==> config.mk <==
export PLATFORM = sky130hd
export DESIGN_NAME = muldiv_unit
export DESIGN_NICKNAME = d
export VERILOG_FILES = /design/src/rtl/muldiv_unit.sv
export SDC_FILE = /design/constraint.sdc
export NUM_CORES = 1
export LEC_CHECK = 0
export CAP_MARGIN = 20
export CORE_ASPECT_RATIO = 0.6
export CORE_MARGIN = 3
export CORE_UTILIZATION = 58
export DETAILED_ROUTE_END_ITERATION = 12
export PLACE_DENSITY = 0.81
export SYNTH_ARGS = -nofsm -noshare
export SYNTH_HDL_FRONTEND = slang
export SYNTH_SLANG_ARGS = --single-unit
==> constraint.sdc <==
create_clock -name clk -period 3.76 [get_ports clk]
set_input_delay 0.564 -clock clk [delete_from_list [all_inputs] [get_ports clk]]
set_output_delay 0.564 -clock clk [all_outputs]
set_load 0.01 [all_outputs]
==> src/rtl/muldiv_unit.sv <==
// muldiv_unit: iterative RV32M multiply/divide unit.
//
// It takes its operands from the register-file read ports and runs a
// fixed 32-step sequence: shift-add for multiplies, restoring division
// for divides. When it finishes, it drives the register-file write port
// for exactly one cycle. The core stalls while busy is high.
//
// Ports:
//   clk, rst          clock; synchronous active-high reset
//   start             request, sampled only in IDLE
//   op[2:0]           funct3: 0 MUL, 1 MULH, 2 MULHSU, 3 MULHU,
//                             4 DIV, 5 DIVU, 6 REM, 7 REMU
//   rs1_data[31:0]    operand A / dividend
//   rs2_data[31:0]    operand B / divisor
//   rd_addr_in[4:0]   destination register, captured with start
//   busy              high from the accepting edge through the done cycle
//   done              one-cycle completion pulse
//   rd_wren           done && (rd_addr != 0)
//   rd_addr[4:0]      captured destination (driven only while done)
//   rd_data[31:0]     result (zero except while done)
//
// Configuration:
//   MULDIV_DIV_EN     When defined, the divider datapath is built and the
//                     unit implements full RV32M. When undefined, ops 4-7
//                     are still accepted. They go straight from IDLE to
//                     DONE and return 0.

module muldiv_unit (
  input  logic        clk,
  input  logic        rst,
  input  logic        start,
  input  logic [2:0]  op,
  input  logic [31:0] rs1_data,
  input  logic [31:0] rs2_data,
  input  logic [4:0]  rd_addr_in,
  output logic        busy,
  output logic        done,
  output logic        rd_wren,
  output logic [4:0]  rd_addr,
  output logic [31:0] rd_data
);

  typedef enum logic [1:0] {
    IDLE = 2'd0,
    CALC = 2'd1,
    DONE = 2'd2
  } state_e;

  localparam logic [2:0] OP_MUL    = 3'd0;
  localparam logic [2:0] OP_MULH   = 3'd1;
  localparam logic [2:0] OP_MULHSU = 3'd2;
  localparam logic [2:0] OP_DIV    = 3'd4;
  localparam logic [2:0] OP_REM    = 3'd6;

  state_e      state_q, state_d;
  logic [4:0]  cnt_q, cnt_d;
  logic [2:0]  op_q, op_d;
  logic [4:0]  rd_q, rd_d;
  // Held operand: the multiplicand for MUL*, the divisor for DIV*/REM*.
  logic [31:0] opnd_q, opnd_d;
  // MUL*: full 64-bit product. The multiplier starts in [31:0] and shifts out.
  // DIV*: [31:0] starts as the dividend and becomes the quotient.
  logic [63:0] acc_q, acc_d;
  // Result must be negated: product sign for MUL*, quotient sign for DIV*.
  logic        negQ_q, negQ_d;

  logic        signed1, signed2;
  logic [31:0] rs1Mag, rs2Mag;
  logic [32:0] mulSum;
  logic [63:0] prodFinal;
  logic [31:0] result;

`ifdef MULDIV_DIV_EN
  logic [32:0] rem_q, rem_d;
  logic        negRem_q, negRem_d;
  logic        divZero_q, divZero_d;
  logic        ovf_q, ovf_d;
  logic [32:0] divShift;
  logic [33:0] divDiff;
  logic [31:0] quot, remd;
`endif

  // Operand conditioning. Only the signed ops take magnitudes.
  // MUL is treated as unsigned because its low word does not depend on signedness.
  always_comb begin
    signed1 = (op == OP_MULH) || (op == OP_MULHSU) || (op == OP_DIV) || (op == OP_REM);
    signed2 = (op == OP_MULH) || (op == OP_DIV) || (op == OP_REM);
    rs1Mag  = (signed1 && rs1_data[31]) ? (32'd0 - rs1_data) : rs1_data;
    rs2Mag  = (signed2 && rs2_data[31]) ? (32'd0 - rs2_data) : rs2_data;
  end

  // One iteration of each datapath, computed from the current registers.
  // mulSum keeps the carry out of the upper word.
  // divDiff has a spare bit so its MSB acts as the borrow flag.
  always_comb begin
    mulSum = {1'b0, acc_q[63:32]} + (acc_q[0] ? {1'b0, opnd_q} : 33'd0);
`ifdef MULDIV_DIV_EN
    divShift = {rem_q[31:0], acc_q[31]};
    divDiff  = {1'b0, divShift} - {2'b00, opnd_q};
`endif
  end

  // Next-state and datapath update.
  // Captures the request in IDLE, runs one step per CALC cycle, and returns to IDLE after DONE.
  always_comb begin
    state_d = state_q;
    cnt_d   = cnt_q;
    op_d    = op_q;
    rd_d    = rd_q;
    opnd_d  = opnd_q;
    acc_d   = acc_q;
    negQ_d  = negQ_q;
`ifdef MULDIV_DIV_EN
    rem_d     = rem_q;
    negRem_d  = negRem_q;
    divZero_d = divZero_q;
    ovf_d     = ovf_q;
`endif
    case (state_q)
      IDLE: begin
        if (start) begin
          op_d   = op;
          rd_d   = rd_addr_in;
          cnt_d  = 5'd0;
          negQ_d = (signed1 && rs1_data[31]) ^ (signed2 && rs2_data[31]);
          if (op[2]) begin
            opnd_d = rs2Mag;
            acc_d  = {32'd0, rs1Mag};
          end else begin
            opnd_d = rs1Mag;
            acc_d  = {32'd0, rs2Mag};
          end
`ifdef MULDIV_DIV_EN
          rem_d     = 33'd0;
          negRem_d  = signed1 && rs1_data[31];
          divZero_d = (rs2_data == 32'd0);
          ovf_d     = ((op == OP_DIV) || (op == OP_REM)) &&
                      (rs1_data == 32'h8000_0000) && (rs2_data == 32'hFFFF_FFFF);
          state_d   = CALC;
`else
          state_d   = op[2] ? DONE : CALC;
`endif
        end
      end
      CALC: begin
        cnt_d = cnt_q + 5'd1;
`ifdef MULDIV_DIV_EN
        if (op_q[2]) begin
          if (!divDiff[33]) begin
            rem_d       = divDiff[32:0];
            acc_d[31:0] = {acc_q[30:0], 1'b1};
          end else begin
            rem_d       = divShift;
            acc_d[31:0] = {acc_q[30:0], 1'b0};
          end
        end else begin
          acc_d = {mulSum, acc_q[31:1]};
        end
`else
        acc_d = {mulSum, acc_q[31:1]};
`endif
        if (cnt_q == 5'd31) begin
          state_d = DONE;
        end
      end
      DONE: begin
        state_d = IDLE;
      end
      default: begin
        state_d = IDLE;
      end
    endcase
  end

  // Result selection in DONE, including sign fix-up and the divide special cases.
  always_comb begin
    prodFinal = negQ_q ? (64'd0 - acc_q) : acc_q;
    result    = (op_q == OP_MUL) ? prodFinal[31:0] : prodFinal[63:32];
`ifdef MULDIV_DIV_EN
    quot = negQ_q ? (32'd0 - acc_q[31:0]) : acc_q[31:0];
    remd = negRem_q ? (32'd0 - rem_q[31:0]) : rem_q[31:0];
    if (op_q[2]) begin
      if (op_q[1]) begin
        // A zero divisor leaves the dividend magnitude in the remainder.
        // Re-applying the dividend sign therefore reproduces rs1 as captured.
        result = ovf_q ? 32'd0 : remd;
      end else if (divZero_q) begin
        result = 32'hFFFF_FFFF;
      end else if (ovf_q) begin
        result = 32'h8000_0000;
      end else begin
        result = quot;
      end
    end
`else
    if (op_q[2]) begin
      result = 32'd0;
    end
`endif
  end

  // Output decode. Address and data are forced to zero outside DONE.
  always_comb begin
    busy    = (state_q != IDLE);
    done    = (state_q == DONE);
    rd_addr = done ? rd_q : 5'd0;
    rd_wren = done && (rd_q != 5'd0);
    rd_data = done ? result : 32'd0;
  end

  // State and datapath registers. Reset clears all of them.
  always_ff @(posedge clk) begin
    if (rst) begin
      state_q <= IDLE;
      cnt_q   <= 5'd0;
      op_q    <= 3'd0;
      rd_q    <= 5'd0;
      opnd_q  <= 32'd0;
      acc_q   <= 64'd0;
      negQ_q  <= 1'b0;
`ifdef MULDIV_DIV_EN
      rem_q     <= 33'd0;
      negRem_q  <= 1'b0;
      divZero_q <= 1'b0;
      ovf_q     <= 1'b0;
`endif
    end else begin
      state_q <= state_d;
      cnt_q   <= cnt_d;
      op_q    <= op_d;
      rd_q    <= rd_d;
      opnd_q  <= opnd_d;
      acc_q   <= acc_d;
      negQ_q  <= negQ_d;
`ifdef MULDIV_DIV_EN
      rem_q     <= rem_d;
      negRem_q  <= negRem_d;
      divZero_q <= divZero_d;
      ovf_q     <= ovf_d;
`endif
    end
  end

endmodule

==> flow_metrics.py, run 1 <==
metrics = {
    "finish": {
        "drive_above_1_share_pct": 11.8,
        "n_fill_cell": 1276,
        "finalNonFillerCells": 1677,
        "fin_nets": 1563,
        "final_core_util_pct": 75.5,
        "syn2layout_area_growth_pct": 23.1,
        "n_antenna_cell": 0,
    },
    "logic_synthesis": {
        "synthArstFlopShare_pct": 0,
        "syn_inst": 1310,
        "yosysWarnings": 0,
        "synth_top_area_share_pct": 23.1,
        "ys_seq_area_share_pct": 23.1,
        "yosys-top-cells-count": "nand2_1, nor2_1, dfxtp_1",
        "synth_area_leaders": "dfxtp_1, xor2_1, nand2_1",
        "syn-cell-area_um2": 9720,
        "yosysTopAreaCell": "dfxtp_1",
        "ys_ff_latch": 112,
        "yosysMostFrequentCell": "nand2_1",
        "synth_cell_types": 73,
        "synth-edff-count": 0,
        "synth_nets": 1423,
        "synth_ff_type": "dfxtp_1",
        "syn_area_per_cell_um2": 7.42,
    },
    "drt": {
        "wirelength_mm": 35.9,
        "vias_per_cell": 6.67,
        "drtPass1Iterations": 7,
        "via_count": 11179,
        "wl_per_cell_um": 21.4,
        "route.detailed.drc": 0,
        "drt-initial-drc-count": 1985,
        "ant_nets": 0,
    },
    "floorplanning": {
        "fp.dieArea_um2": 18400,
        "row_count": 35,
        "start_util_pct": 61.3,
        "ios": 115,
        "core-area_um2": 15900,
        "die_x_um": 173,
        "fp.dieH_um": 106,
    },
    "critical_path": {
        "crit_path_frequent_cell": "or4_4",
        "crit_path_max_fanout": 5,
        "start_kind": "flip-flop",
        "crit_family": "simple AND/OR/NAND/NOR gates",
        "crit_required_ns": 3.20,
        "critical_path_buf_inv_count": 1,
        "max_stage_delay_ns": 0.57,
        "crit-reg2reg-launch": "acc_q[0]",
        "r2r_cells": 10,
        "path_cells": "or4_4, or4_4, nor3_4, nand2_4, or4_4, mux2i_1, a21oi_1, dlygate4sd2_1",
        "arrival_ns": 3.17,
        "worstSetupPathType": "reg -> out",
        "crit_path_end_kind": "primary output",
        "r2r_setup_slack_ns": 0.53,
        "reg2reg_to": "acc_q[61]",
        "cpMaxStageDelayCell": "or4_4",
    },
    "global_route": {
        "antenna_found_initial": 0,
        "grt_pass1_wl_mm": 55.1,
        "grt_overflow": 0,
        "grt_max_degree": 53,
        "grt_pass1_vias": 9853,
        "grt_util_all_layers_pct": 37.3,
    },
    "cts": {
        "cts_root_buffer": "clkbuf_16",
        "clk-insertion-delay-late_ns": 0.37,
        "cts_tree": "built",
        "hold_buffers": 0,
        "cts.clk_slew.worst_paths_ns": 0.08,
        "cts_max_path_buffers": 2,
        "cts_made_buffers": 9,
        "cts.sinks": 112,
        "ctsHtreeMaxLevel": 3,
    },
    "timing": {
        "setup-violations-final": 0,
        "timing.final.crit_share_pct": 99.2,
        "rsz0062_at_grt": "true",
        "fin_worst_skew_ns": 0.0107,
        "fmax_mhz": 268,
        "maxSlewHeadroom_pct": 28.5,
        "min_period_ns": 3.73,
        "hold_viol_final": 0,
        "worstMarginPinSlew_ns": 1.06,
        "slew_violations": 0,
    },
    "hold_path": {
        "holdPathEnd": "opnd_q[24]",
        "hold_start": "opnd_q[24]",
        "holdCritPathClass": "reg -> reg",
        "hold_depth": 2,
    },
    "outcome": {
        "outcome": "finished, final reports clean",
    },
    "pwr": {
        "leakage_nw": 4.85,
        "irDropWorstVdd_v": 0.000240,
        "p_per_area_nw_per_um2": 284,
        "p_total_mw": 3.40,
    },
    "placed_design": {
        "dp_hpwl_mm": 27.6,
        "gp_congestion": 0.999,
        "port_buffers": 114,
        "dpl.cell_count": 1660,
    },
    "job": {
        "drv_cap": 0,
    },
}
placed cells by master (no fill, tap or decap), types with 24 or more instances in the layout:
cell,instances
nand2_1,139
buf_4,95
and2_1,38
a22oi_1,24
xor2_1,77
xnor2_1,56
o21ai_0,85
nor3_1,31
mux2i_1,29
nor2_1,127
a21oi_1,88
clkdlybuf4s50_1,84
ha_1,37
dfxtp_1,110
layer usage:
metal  GRT usage [%]  wire [um]  up-vias
li1                -          -     5121
met3            8.78       4480       81
met1            56.6      16100     5185
met5               0          0        -
met4            7.40        724        0
met2            53.2      14600      792
where the power goes:
part,internal (mW),switching (mW)
Clock,0.479,0.501
Sequential,1.26,0.0738
Combinational,0.450,0.633
area by class of cell:
| class | instances | area (um^2) | area share [%] |
|---|---|---|---|
| Tap cell | 222 | 278 | 2.32 |
| Multi-Input combinational cell | 1095 | 7260 | 60.7 |
| Inverter | 23 | 86.3 | 0.722 |
| Sequential cell | 112 | 2240 | 18.8 |
| Timing Repair Buffer | 209 | 1800 | 15.1 |
| Clock buffer | 10 | 239 | 2.00 |
| Clock inverter | 6 | 50.0 | 0.418 |
state kept, by name, indices dropped and copies added (netlist names):
name	flops
rd_q	5
opnd_q	32
op_q	3
negQ_q	1
cnt_q	5
acc_q	64
state_q	2
how the worst max path moves through the flow:
stage               cells after the start  startpoint          end  slack (ns)
CTS                                     8   acc_q[30]  rd_data[14]       0.002
global route                            8   acc_q[10]   rd_data[3]       -0.09
global placement                        8   acc_q[10]  rd_data[29]      -0.009
floorplan                               7   acc_q[15]  rd_data[11]        0.61
detailed placement                      8   acc_q[10]  rd_data[29]       -0.02
finish                                  8   acc_q[15]   rd_data[3]        0.03
logic make-up after synthesis:
logic type,count (synthesis),share of synthesized area (%)
fa+ha+maj,38,4.97
buf+inv,103,3.98
compound gates,410,28.1
simple gates,483,24.7
xor+xnor,133,12.0
mux,31,3.22
flops,112,23.1
through the flow:
step	setup TNS [ns]	instance area (um^2)	setup WS [ns]	hold WS (ns)
after floorplan	0	9720	0.608	0.407
after global placement	-0.00898	11500	-0.00898	0.419
after detailed placement	-0.0213	11500	-0.0213	0.429
after CTS	0	11900	0.00163	0.440
after global routing	-0.336	12000	-0.0872	0.461
final	0	12000	0.0296	0.440
what timing repair did:
item / CTS / global route
gates resized for setup: 45 / 35
pin swaps: 4 / 2
endpoints found under the hold margin: 0 / 0
buffers inserted: 1 / 0
setup endpoints to repair: 30 / 23
worst register-to-register path, stage by stage, from the launching register on:
cell and delay [ns]:
dfxtp_1 0.43, buf_4 0.33, and2_1 0.24, ha_1 0.31, a21oi_1 0.16, o21ai_0 0.18
or4_1 0.48, o211ai_1 0.46, nand2_1 0.19, mux2i_1 0.15, a22o_1 0.20
Note: power is estimated with default switching activity, not from simulation.
==> inputs of run 2 (changes only) <==
CORE_UTILIZATION = 55   (was 58)
PLACE_DENSITY = 0.78   (was 0.81)
==> flow_metrics.py, run 2 (synthesized netlist as in run 1, its figures left out) <==
metrics = {
    "cts": {
        "cts_made_buffers": 9,
        "cts.sinks": 112,
        "cts_tree": "built",
        "clk-insertion-delay-late_ns": 0.37,
        "cts_root_buffer": "clkbuf_16",
        "hold_buffers": 0,
        "ctsHtreeMaxLevel": 3,
        "cts_max_path_buffers": 2,
        "cts.clk_slew.worst_paths_ns": 0.08,
    },
    "pwr": {
        "power.switching_mw": 1.19,
        "irDropWorstVdd_v": 0.000322,
        "power_frac_seq_pct": 37.9,
        "swShare_pct": 34.1,
        "p_int_mw": 2.31,
        "p_per_area_nw_per_um2": 290,
        "leakage_nw": 4.90,
        "combPwrFrac_pct": 31.2,
        "clock_power_share_pct": 30.8,
    },
    "job": {
        "drv_cap": 0,
    },
    "finish": {
        "syn2layout_area_growth_pct": 24.0,
        "fin_nets": 1567,
        "largest_reg_flops": 64,
        "final_common_cell": "nand2_1",
        "finalNonFillerCells": 1688,
        "n_fill_cell": 1407,
        "drive_above_1_share_pct": 12.3,
        "largest_register": "acc_q",
        "top_regs": "acc_q x64, opnd_q x32",
        "layout_common_cells": "nand2_1, nor2_1, dfxtp_1",
    },
    "drt": {
        "route.detailed.drc": 0,
        "wl_per_cell_um": 21.1,
        "wirelength_mm": 35.6,
        "via_count": 11185,
        "vias_per_cell": 6.63,
        "drt-initial-drc-count": 1927,
        "ant_nets": 0,
        "drtPass1Iterations": 7,
    },
    "placed_design": {
        "port_buffers": 114,
        "dpl.cell_count": 1664,
        "gp_congestion": 0.985,
        "dp_hpwl_mm": 27.2,
    },
    "timing": {
        "fmax_mhz": 260,
        "fin_worst_skew_ns": 0.0113,
        "timing.final.crit_share_pct": 102,
        "rsz0062_at_grt": "true",
        "hold_viol_final": 0,
        "worstMarginPinSlew_ns": 1.08,
        "maxSlewHeadroom_pct": 27.4,
        "worst_hold_slack_ns": 0.448,
        "slew_violations": 0,
        "tns_ns": -0.151,
        "setup_slack_ns": -0.0836,
        "setup-violations-final": 2,
        "min_period_ns": 3.84,
    },
    "floorplanning": {
        "row_count": 36,
        "start_util_pct": 58.0,
        "die_x_um": 178,
        "core-area_um2": 16800,
        "fp.dieArea_um2": 19400,
        "fp.dieH_um": 109,
        "ios": 115,
    },
    "critical_path": {
        "crit_path_max_fanout": 4,
        "arrival_ns": 3.28,
        "reg2reg_to": "acc_q[59]",
        "r2r_setup_slack_ns": 0.26,
        "start_kind": "flip-flop",
        "crit_path_start": "acc_q[15]",
        "crit-reg2reg-launch": "acc_q[0]",
        "worstSetupPathType": "reg -> out",
        "r2r_cells": 10,
        "crit_path_end_kind": "primary output",
        "crit_required_ns": 3.20,
    },
    "global_route": {
        "grt_pass1_vias": 9927,
        "grt_max_degree": 48,
        "antenna_found_initial": 0,
        "grt_util_all_layers_pct": 36.1,
        "grt_pass1_wl_mm": 55.0,
        "grt_overflow": 0,
    },
    "hold_path": {
        "holdPathEnd": "opnd_q[24]",
        "hold_start": "opnd_q[24]",
        "holdCritPathClass": "reg -> reg",
        "hold_depth": 2,
    },
    "outcome": {
        "violations": "negative setup slack",
        "outcome": "complete, but fails checks",
    },
}
==> run 2: cell types whose count changed in the layout (fill, tap and decap cells not counted), sizes merged, moves of 2 or more <==
cell	previous run	this run
buf	98	105
clkbuf	15	18
clkdlybuf4s15	4	1
dlygate4sd2	15	12
bufinv	0	2
dlymetal6s2s	3	5
==> run 2: how the worst max path moves through the flow <==
stage | to | slack, ns | cells past startpoint
after global routing | rd_data[29] | -0.18 | 10
after CTS | rd_data[31] | -0.19 | 8
after floorplan | rd_data[11] | 0.61 | 7
after global placement | rd_data[29] | 0.02 | 8
final | rd_data[29] | -0.08 | 10
after detailed placement | rd_data[11] | -0.002 | 8
==> run 2: per-stage QoR <==
stage | power, mW | worst slack [ns] | cell area (um^2) | utilization [%]
after floorplan | 1.94 | 0.608 | 9720 | -
after global placement | 2.34 | 0.0204 | 11500 | 68.9
after detailed placement | 2.36 | -0.00224 | 11500 | 68.9
after CTS | 3.43 | -0.187 | 11900 | 71.1
after global routing | 3.62 | -0.183 | 12100 | 71.9
final | 3.50 | -0.0836 | 12100 | 71.9
==> run 2: layout make-up <==
| class | count | area, um^2 | area share, % |
|---|---|---|---|
| Clock buffer | 11 | 233 | 1.93 |
| Sequential cell | 112 | 2250 | 18.6 |
| Timing Repair Buffer | 213 | 1820 | 15.1 |
| Clock inverter | 5 | 86.3 | 0.716 |
| Tap cell | 228 | 285 | 2.37 |
| Inverter | 23 | 86.3 | 0.716 |
| Multi-Input combinational cell | 1095 | 7300 | 60.5 |
| Antenna cell | 1 | 2.50 | 0.0208 |
==> run 2: worst max-delay path: stages, from the launching register on <==
cell     delay, ns
dfxtp_2       0.33
or4_4         0.53
or4_4         0.57
nor3_4        0.22
nand4_1       0.21
buf_4         0.20
buf_6         0.11
o41a_1        0.31
xnor2_1       0.14
a21oi_2       0.14
buf_2         0.15
==> run 2: metal layers <==
metal | vias up | GRT usage [%] | wire length, um
li1 | 5128 | - | -
met1 | 5207 | 53.2 | 15200
met2 | 768 | 52.2 | 15000
met3 | 82 | 10.0 | 4800
met4 | 0 | 7.84 | 680
met5 | - | 0 | 0
==> run 2: what timing repair did <==
action                                  CTS  global route
pin swaps                                 4            12
endpoints found under the setup margin   28            25
gates resized for setup                  45            54
setup buffers                             3             5
==> run 2: power by group through the flow <==
stage	clock network, mW	registers (mW)	logic [mW]
after global placement	0	1.34	0.994
after floorplan	0	1.34	0.608
after global routing	1.12	1.34	1.17
final	1.08	1.33	1.09
after detailed placement	0	1.35	1.01
after CTS	1.08	1.32	1.03
